$ cat src/rtl/disparity_search_ctrl.sv
// Steps one SAD engine through candidate disparities 0..n-1 for a single centre
// pixel and holds the lowest-SAD disparity on a valid/ready result port.
module disparity_search_ctrl #(
    parameter int MAX_DISP = 64,
    parameter int DISP_W   = 6,
    parameter int SAD_W    = 12
) (
    input  logic              clk,
    input  logic              rst,
    input  logic              start_valid,
    output logic              start_ready,
    input  logic [DISP_W:0]   cfg_num_disp,
    output logic              cand_req,
    output logic [DISP_W-1:0] cand_disp,
    input  logic              cand_valid,
    input  logic [SAD_W-1:0]  cand_sad,
    output logic              result_valid,
    input  logic              result_ready,
    output logic [DISP_W-1:0] best_disp,
    output logic [SAD_W-1:0]  best_sad,
    output logic              busy
);

    typedef enum logic [1:0] {IDLE, RUN, DONE} state_t;

    localparam logic [DISP_W:0] MAX_N = (DISP_W+1)'(MAX_DISP);
    localparam logic [DISP_W:0] ONE_N = {{DISP_W{1'b0}}, 1'b1};

    state_t          state;
    logic [DISP_W:0] n;
    // One bit wider than cand_disp so n == 2^DISP_W terminates without wrapping.
    logic [DISP_W:0] d;
    logic [DISP_W:0] n_clamped;

    assign cand_disp = d[DISP_W-1:0];

    always_comb begin
        n_clamped = cfg_num_disp;
        if (cfg_num_disp == '0)
            n_clamped = ONE_N;
        else if (cfg_num_disp > MAX_N)
            n_clamped = MAX_N;
    end

    always_ff @(posedge clk or posedge rst) begin
        if (rst) begin
            state        <= IDLE;
            n            <= ONE_N;
            d            <= '0;
            best_disp    <= '0;
            best_sad     <= '1;
            start_ready  <= 1'b1;
            cand_req     <= 1'b0;
            result_valid <= 1'b0;
            busy         <= 1'b0;
        end else begin
            unique case (state)
                IDLE: begin
                    if (start_valid) begin
                        state       <= RUN;
                        n           <= n_clamped;
                        d           <= '0;
                        best_disp   <= '0;
                        best_sad    <= '1;
                        start_ready <= 1'b0;
                        cand_req    <= 1'b1;
                        busy        <= 1'b1;
                    end
                end
                RUN: begin
                    if (cand_valid) begin
                        // Strict less-than: ties keep the earlier (lower) disparity.
                        if (cand_sad < best_sad) begin
                            best_sad  <= cand_sad;
                            best_disp <= d[DISP_W-1:0];
                        end
                        if (d == n - ONE_N) begin
                            state        <= DONE;
                            cand_req     <= 1'b0;
                            result_valid <= 1'b1;
                        end else begin
                            d <= d + ONE_N;
                        end
                    end
                end
                DONE: begin
                    if (result_ready) begin
                        state        <= IDLE;
                        result_valid <= 1'b0;
                        start_ready  <= 1'b1;
                        busy         <= 1'b0;
                    end
                end
                default: begin
                    state        <= IDLE;
                    start_ready  <= 1'b1;
                    cand_req     <= 1'b0;
                    result_valid <= 1'b0;
                    busy         <= 1'b0;
                end
            endcase
        end
    end

endmodule

$ cat config.mk
export PLATFORM = sky130hd
export DESIGN_NAME = disparity_search_ctrl
export DESIGN_NICKNAME = d
export VERILOG_FILES = /design/src/rtl/disparity_search_ctrl.sv
export SDC_FILE = /design/constraint.sdc
export NUM_CORES = 1
export LEC_CHECK = 0
export CAP_MARGIN = 20
export CORE_ASPECT_RATIO = 1.2
export CORE_UTILIZATION = 50
export DETAILED_ROUTE_END_ITERATION = 8
export PLACE_DENSITY = 0.84
export SYNTH_ARGS = -nofsm -noshare
export SYNTH_HDL_FRONTEND = slang
export SYNTH_SLANG_ARGS = --single-unit
$ cat constraint.sdc
create_clock -name clk -period 3 [get_ports clk]
set_clock_uncertainty 0.15 [all_clocks]
set_input_delay 0.3 -clock clk [delete_from_list [all_inputs] [get_ports clk]]
set_output_delay 0.3 -clock clk [all_outputs]
set_load 0.02 [all_outputs]
Word level (Yosys, flattened, before mapping) --
Index checks and enable logic that the tools add are counted.
Operators by class: add/subtract/negate cells 2, order comparisons 2, eq/ne operators 9, mux-type cells 31, bitwise operators 3, reduce and logical (&&, ||, !) cells 10
Operators with widths (number):
- 2-to-1 mux 12 bit | 3
- 2-to-1 mux 7 bit | 5
- case mux 12 bit (2 select lines) | 1
- AND reduction 4 bit | 5
- 2-to-1 mux 6 bit | 3
- case mux 7 bit (2 select lines) | 1
- less-than comparator 12 bit | 1
- inequality test 2 bit (second input constant) | 6
- case mux 1 bit (3 select lines) | 4
- case mux 6 bit (2 select lines) | 1
- 2-to-1 mux 1 bit | 8
- 2-to-1 mux 2 bit | 4
- adder 7 x 1 -> 7 bit (second input constant) | 1
- equality test 7 bit | 1
- greater-than comparator 7 bit (second input constant) | 1
- logical NOT 7 bit | 1
- subtractor 7 x 1 -> 7 bit (second input constant) | 1
- case mux 2 bit (3 select lines) | 1
- inverter 1 bit | 3
- AND reduction 3 bit | 1
- equality test 2 x 1 -> 1 bit (second input constant) | 1
- equality test 2 bit (second input constant) | 1
- logical NOT 2 bit | 1
- AND reduction 2 bit | 1
- nonzero test 2 bit | 1
Word-level totals: flip-flop bits (word level) 38, bits of input ports 24, output and inout port bits 28

Depth between registers and ports, before layout --
depth after elaboration 5, mapped depth 10

Worst setup path before layout --
Ideal clock, no wire load.
kind flip-flop to flip-flop, from register best_sad[6], to register best_sad[0], library setup time 0.068 ns, data arrival time 2.384 ns, path slack 0.398 ns, cell stages (with the launch flop) 11, path buffers 2, cell sequence dfstp_2 inv_1 ha_1 and3_1 a221o_1 a221oi_2 o211ai_1 and2_1 buf_6 buf_6 a2bb2oi_2
Between the ends: cells in the longest elaborated chain, start to end 3
Ends and longest elaborated chain:
- start: declaration | RTL line 20 | output logic [SAD_W-1:0] best_sad,
- start signal: assignment | RTL line 74 | best_sad <= cand_sad;
- less-than comparator 12 bit | RTL line 73 | if (cand_sad < best_sad) begin
- inequality test 2 bit (no source line)
- AND reduction 4 bit (no source line)
Every way passes these cells. A chain may end at the register's enable or synchronous reset.

Worst setup path in the final report --
from register best_sad[6], to register best_sad[9]
Same word-level chain as after synthesis.

==> results.rst <==
.. list-table::
   :header-rows: 1

   * - Metric
     - Value
   * - Nets@finish
     - 300
   * - # DRC
     - 0
   * - Final Max Tran Viols
     - 0
   * - Run status
     - complete, no violations
   * - Max-Slew Margin vs Limit
     - 69.3%
   * - Actual transition at the worst max-transition pin
     - 0.460 ns
   * - Type of element capturing the critical path
     - flip-flop
   * - Number of endpoints failing setup at the final stage
     - 0
   * - Initial Utilization
     - between 50% and 60%
   * - Number of flops mapped to enable cells by yosys
     - 0
   * - Class of the tightest hold or removal check
     - input port to async pin
   * - Number of hold-slack violations in the final timing report
     - 0
   * - Count of input and output buffers
     - 51
   * - Number of distinct library cells after synthesis
     - 48
   * - Area growth syn-to-layout
     - 28.2%
   * - Highest net fanout along the worst path
     - 9
   * - Portion of synthesized cell area occupied by the leading cell type
     - 26.8%
   * - Routed wirelength normalized by instance count
     - 13.7 um
   * - Share of post-route cells with drive strength above 1
     - between 10% and 20%
   * - Power Density
     - 1010 mW/mm^2
   * - Routability congestion estimate from global placement
     - between 0.8 and 0.9
   * - Number of antenna violations at the first check in global routing
     - 0
   * - Half-perimeter wire length after detailed placement
     - 3370 um
   * - Count of yosys warnings during synthesis
     - 0
   * - Top-Level Pins
     - 52
   * - Number of clock buffers inserted by TritonCTS
     - 5
   * - Synth area leaders
     - dfrtp_1, dfstp_2, a2bb2oi_2
   * - Wire length reported by the detailed router
     - between 4000 and 5000 um
   * - Vias/cell
     - 5.42
   * - Critical path launch point type
     - flip-flop
   * - Number of filler cells placed in the layout
     - 386
   * - Number of sinks driven by the clock tree
     - 38
   * - Setup repair after global routing missed its margin
     - false
   * - Simple logic cell fraction of the synthesized area
     - 15.1%
   * - First-pass GRT wire length
     - 7690 um
   * - Residual overflow from global routing
     - 0
   * - Antenna viol nets, final
     - 0
   * - Post-synthesis adder-cell area fraction
     - about 7.3%
   * - Minimum clock period
     - 2.71 ns
   * - Synthesized area per cell
     - 10.6 sq um
   * - # resized after CTS
     - 0
   * - Core Rows
     - 26
   * - Parity-gate share of the synthesized area counting xor and xnor cells
     - 4.24%
   * - Final worst-path cycle share
     - 90.3%
   * - Maximum number of pins on one net before global-route repair
     - 39
   * - Share of synthesized area spent on multiplexers
     - around 1.4%
   * - Dominant combinational cell family by area after synthesis
     - compound AO/OA/AOI/OAI gates
   * - Number of design-rule violations left by the first detailed-router iteration
     - 75
   * - Commonest cells post-synth
     - dfrtp_1, inv_1, nand2_1
   * - ANT cells
     - 0
   * - Sum of negative setup slack
     - 0 ns
   * - Most used flip-flop cell after synthesis
     - dfrtp_1
   * - #FFs+latches synth
     - 38
   * - Data arrival time at the worst-slack endpoint
     - between 2 and 3 ns
   * - Y dimension of the die
     - 75.4 um
   * - Fraction of the mapped netlist area in compound gates
     - a little over a fifth
   * - Fmax
     - approximately 0.37 GHz
   * - Area of the core
     - roughly 0.0043 sq mm
   * - Area of the die
     - 0.00476 sq mm
   * - Hold_buf cts
     - 0
   * - Via count
     - between 1,500 and 2,000
   * - Clock edge transition at the registers on the reported setup and hold paths
     - roughly 0.070 ns
   * - GR Util All Layers
     - around a fifth
   * - Drt pass-1 iters
     - 4
   * - Net Count, Synth
     - 248
   * - Clock latency reported for the late side of the worst-skew pair
     - just under 0.3 ns
   * - Type of the worst setup path
     - flip-flop to flip-flop
   * - Netlist area before placement
     - roughly 0.0022 sq mm
   * - Largest voltage drop on the vdd net
     - 0.529 mV
   * - Dominant cell by count in the synthesized netlist
     - dfrtp_1
   * - Asr flop ratio synth
     - 100%
   * - Root buffer selected by CTS
     - clkbuf_8
   * - Static power due to leakage
     - 0.00130 uW
   * - CP required
     - just over 3 ns
   * - Sequential share of the synthesized area
     - 43.2%
   * - Number of buffers added for setup after CTS
     - 0
   * - Die span in x
     - around 63 um
   * - Post-Synthesis Cells
     - 211
   * - CTS tree
     - built
   * - Cell taking the most area after synthesis
     - dfrtp_1
   * - Vias in the first global route
     - ~1,700
   * - Buffers from clock root to sink, at most
     - 2
   * - Finished Core Util
     - 67.0%
   * - Total of max-cap violations
     - 0
   * - Depth of the CTS H-tree
     - 2
sequential cells by signal, indices dropped and copies added, names as in the netlist:
name          flops
best_disp         6
best_sad         12
busy              1
cand_req          1
d                 7
n                 7
result_valid      1
start_ready       1
state             2
per-layer routing:
layer / vias up / global-route usage, % / routed length (um)
met5: - / 0 / 0
met2: 55 / 39.2 / 2270
li1: 855 / - / -
met4: 0 / 8.53 / 65
met3: 5 / 4.49 / 201
met1: 818 / 24.0 / 1840
final timing paths:
| path | depth (start not counted) | end | start | slack (ns) |
|---|---|---|---|---|
| min in group clk | 2 | best_sad[0]$_DFFE_PP1P_ | best_sad[0]$_DFFE_PP1P_ | 0.32 |
| max | 9 | best_sad[9]$_DFFE_PP1P_ | best_sad[6]$_DFFE_PP1P_ | 0.29 |
| min | 3 | best_disp[0]$_DFFE_PP0P_ | rst | 0.26 |
| max reg2reg | 9 | best_sad[9]$_DFFE_PP1P_ | best_sad[6]$_DFFE_PP1P_ | 0.29 |
| max in group asynchronous | 3 | best_sad[2]$_DFFE_PP1P_ | rst | 2.08 |
| min reg2reg | 2 | best_sad[0]$_DFFE_PP1P_ | best_sad[0]$_DFFE_PP1P_ | 0.32 |
placed cells by master, fill, tap and decap left out, types with 2 or more instances in the layout:
cell	n
xnor2_1	5
a21oi_1	8
or3_1	3
clkbuf_8	6
o21a_1	2
clkdlybuf4s50_1	51
o31ai_1	2
nor2b_1	3
o21ai_0	9
a2bb2oi_1	2
xor2_1	4
nand3b_1	6
dfrtp_1	24
nand4_1	4
buf_4	6
nor2_1	8
a2bb2oi_2	11
nand2b_1	3
o22ai_1	2
inv_1	20
a22o_1	6
nor3_1	2
nand2_1	19
ha_1	13
dfstp_2	14
mux2i_1	2
nand3_1	3
a21o_1	4
or4_1	2
final cells by class:
type                       instances  area, sq um  share of cell area (%)
clock buffer                       7         86.3                    3.00
clock inverter                     1         5.00                   0.174
inverter                          20         75.1                    2.61
multi-input combinational        141         1110                    38.8
sequential                        38          968                    33.7
tap                               56         70.1                    2.44
timing repair buffer              57          556                    19.3
kinds of logic after synthesis:
kind of cell,count (synthesis)
AOI/OAI and AO/OA,54
xor gates and xnor gates,10
adders and majority gates,13
buffers and inverters,32
DFF,38
muxes,3
and+or+nand+nor,61
metrics by stage:
step / instances / cell area [sq um] / hold slack (ns) / setup WS, ns / power, uW
final: 320 / 2880 / 0.264 / 0.291 / 2900
after global routing: 320 / 2880 / 0.340 / 0.129 / 3110
after CTS: 320 / 2880 / 0.279 / 0.290 / 2940
after detailed placement: 312 / 2780 / 0.317 / 0.0862 / 2560
after global placement: 312 / 2780 / 0.313 / 0.160 / 2520
after floorplan: 211 / 2240 / 0.204 / 0.398 / 2110
worst max-delay path, stage by stage (launching register included):
cell and delay, ns:
dfstp_2 0.53, inv_1 0.06, ha_1 0.28, and3_1 0.20
a221o_1 0.36, a221oi_2 0.27, o211ai_1 0.15, and2_1 0.26
buf_4 0.22, a2bb2oi_1 0.16
report_power, final:
group	internal, uW	switching, uW	leakage [uW]
sequential	760	182	0.000453
clock	185	175	0.0000482
combinational	780	818	0.000798
total	1720	1180	0.00130
Note: power is estimated with default switching activity, not from simulation.
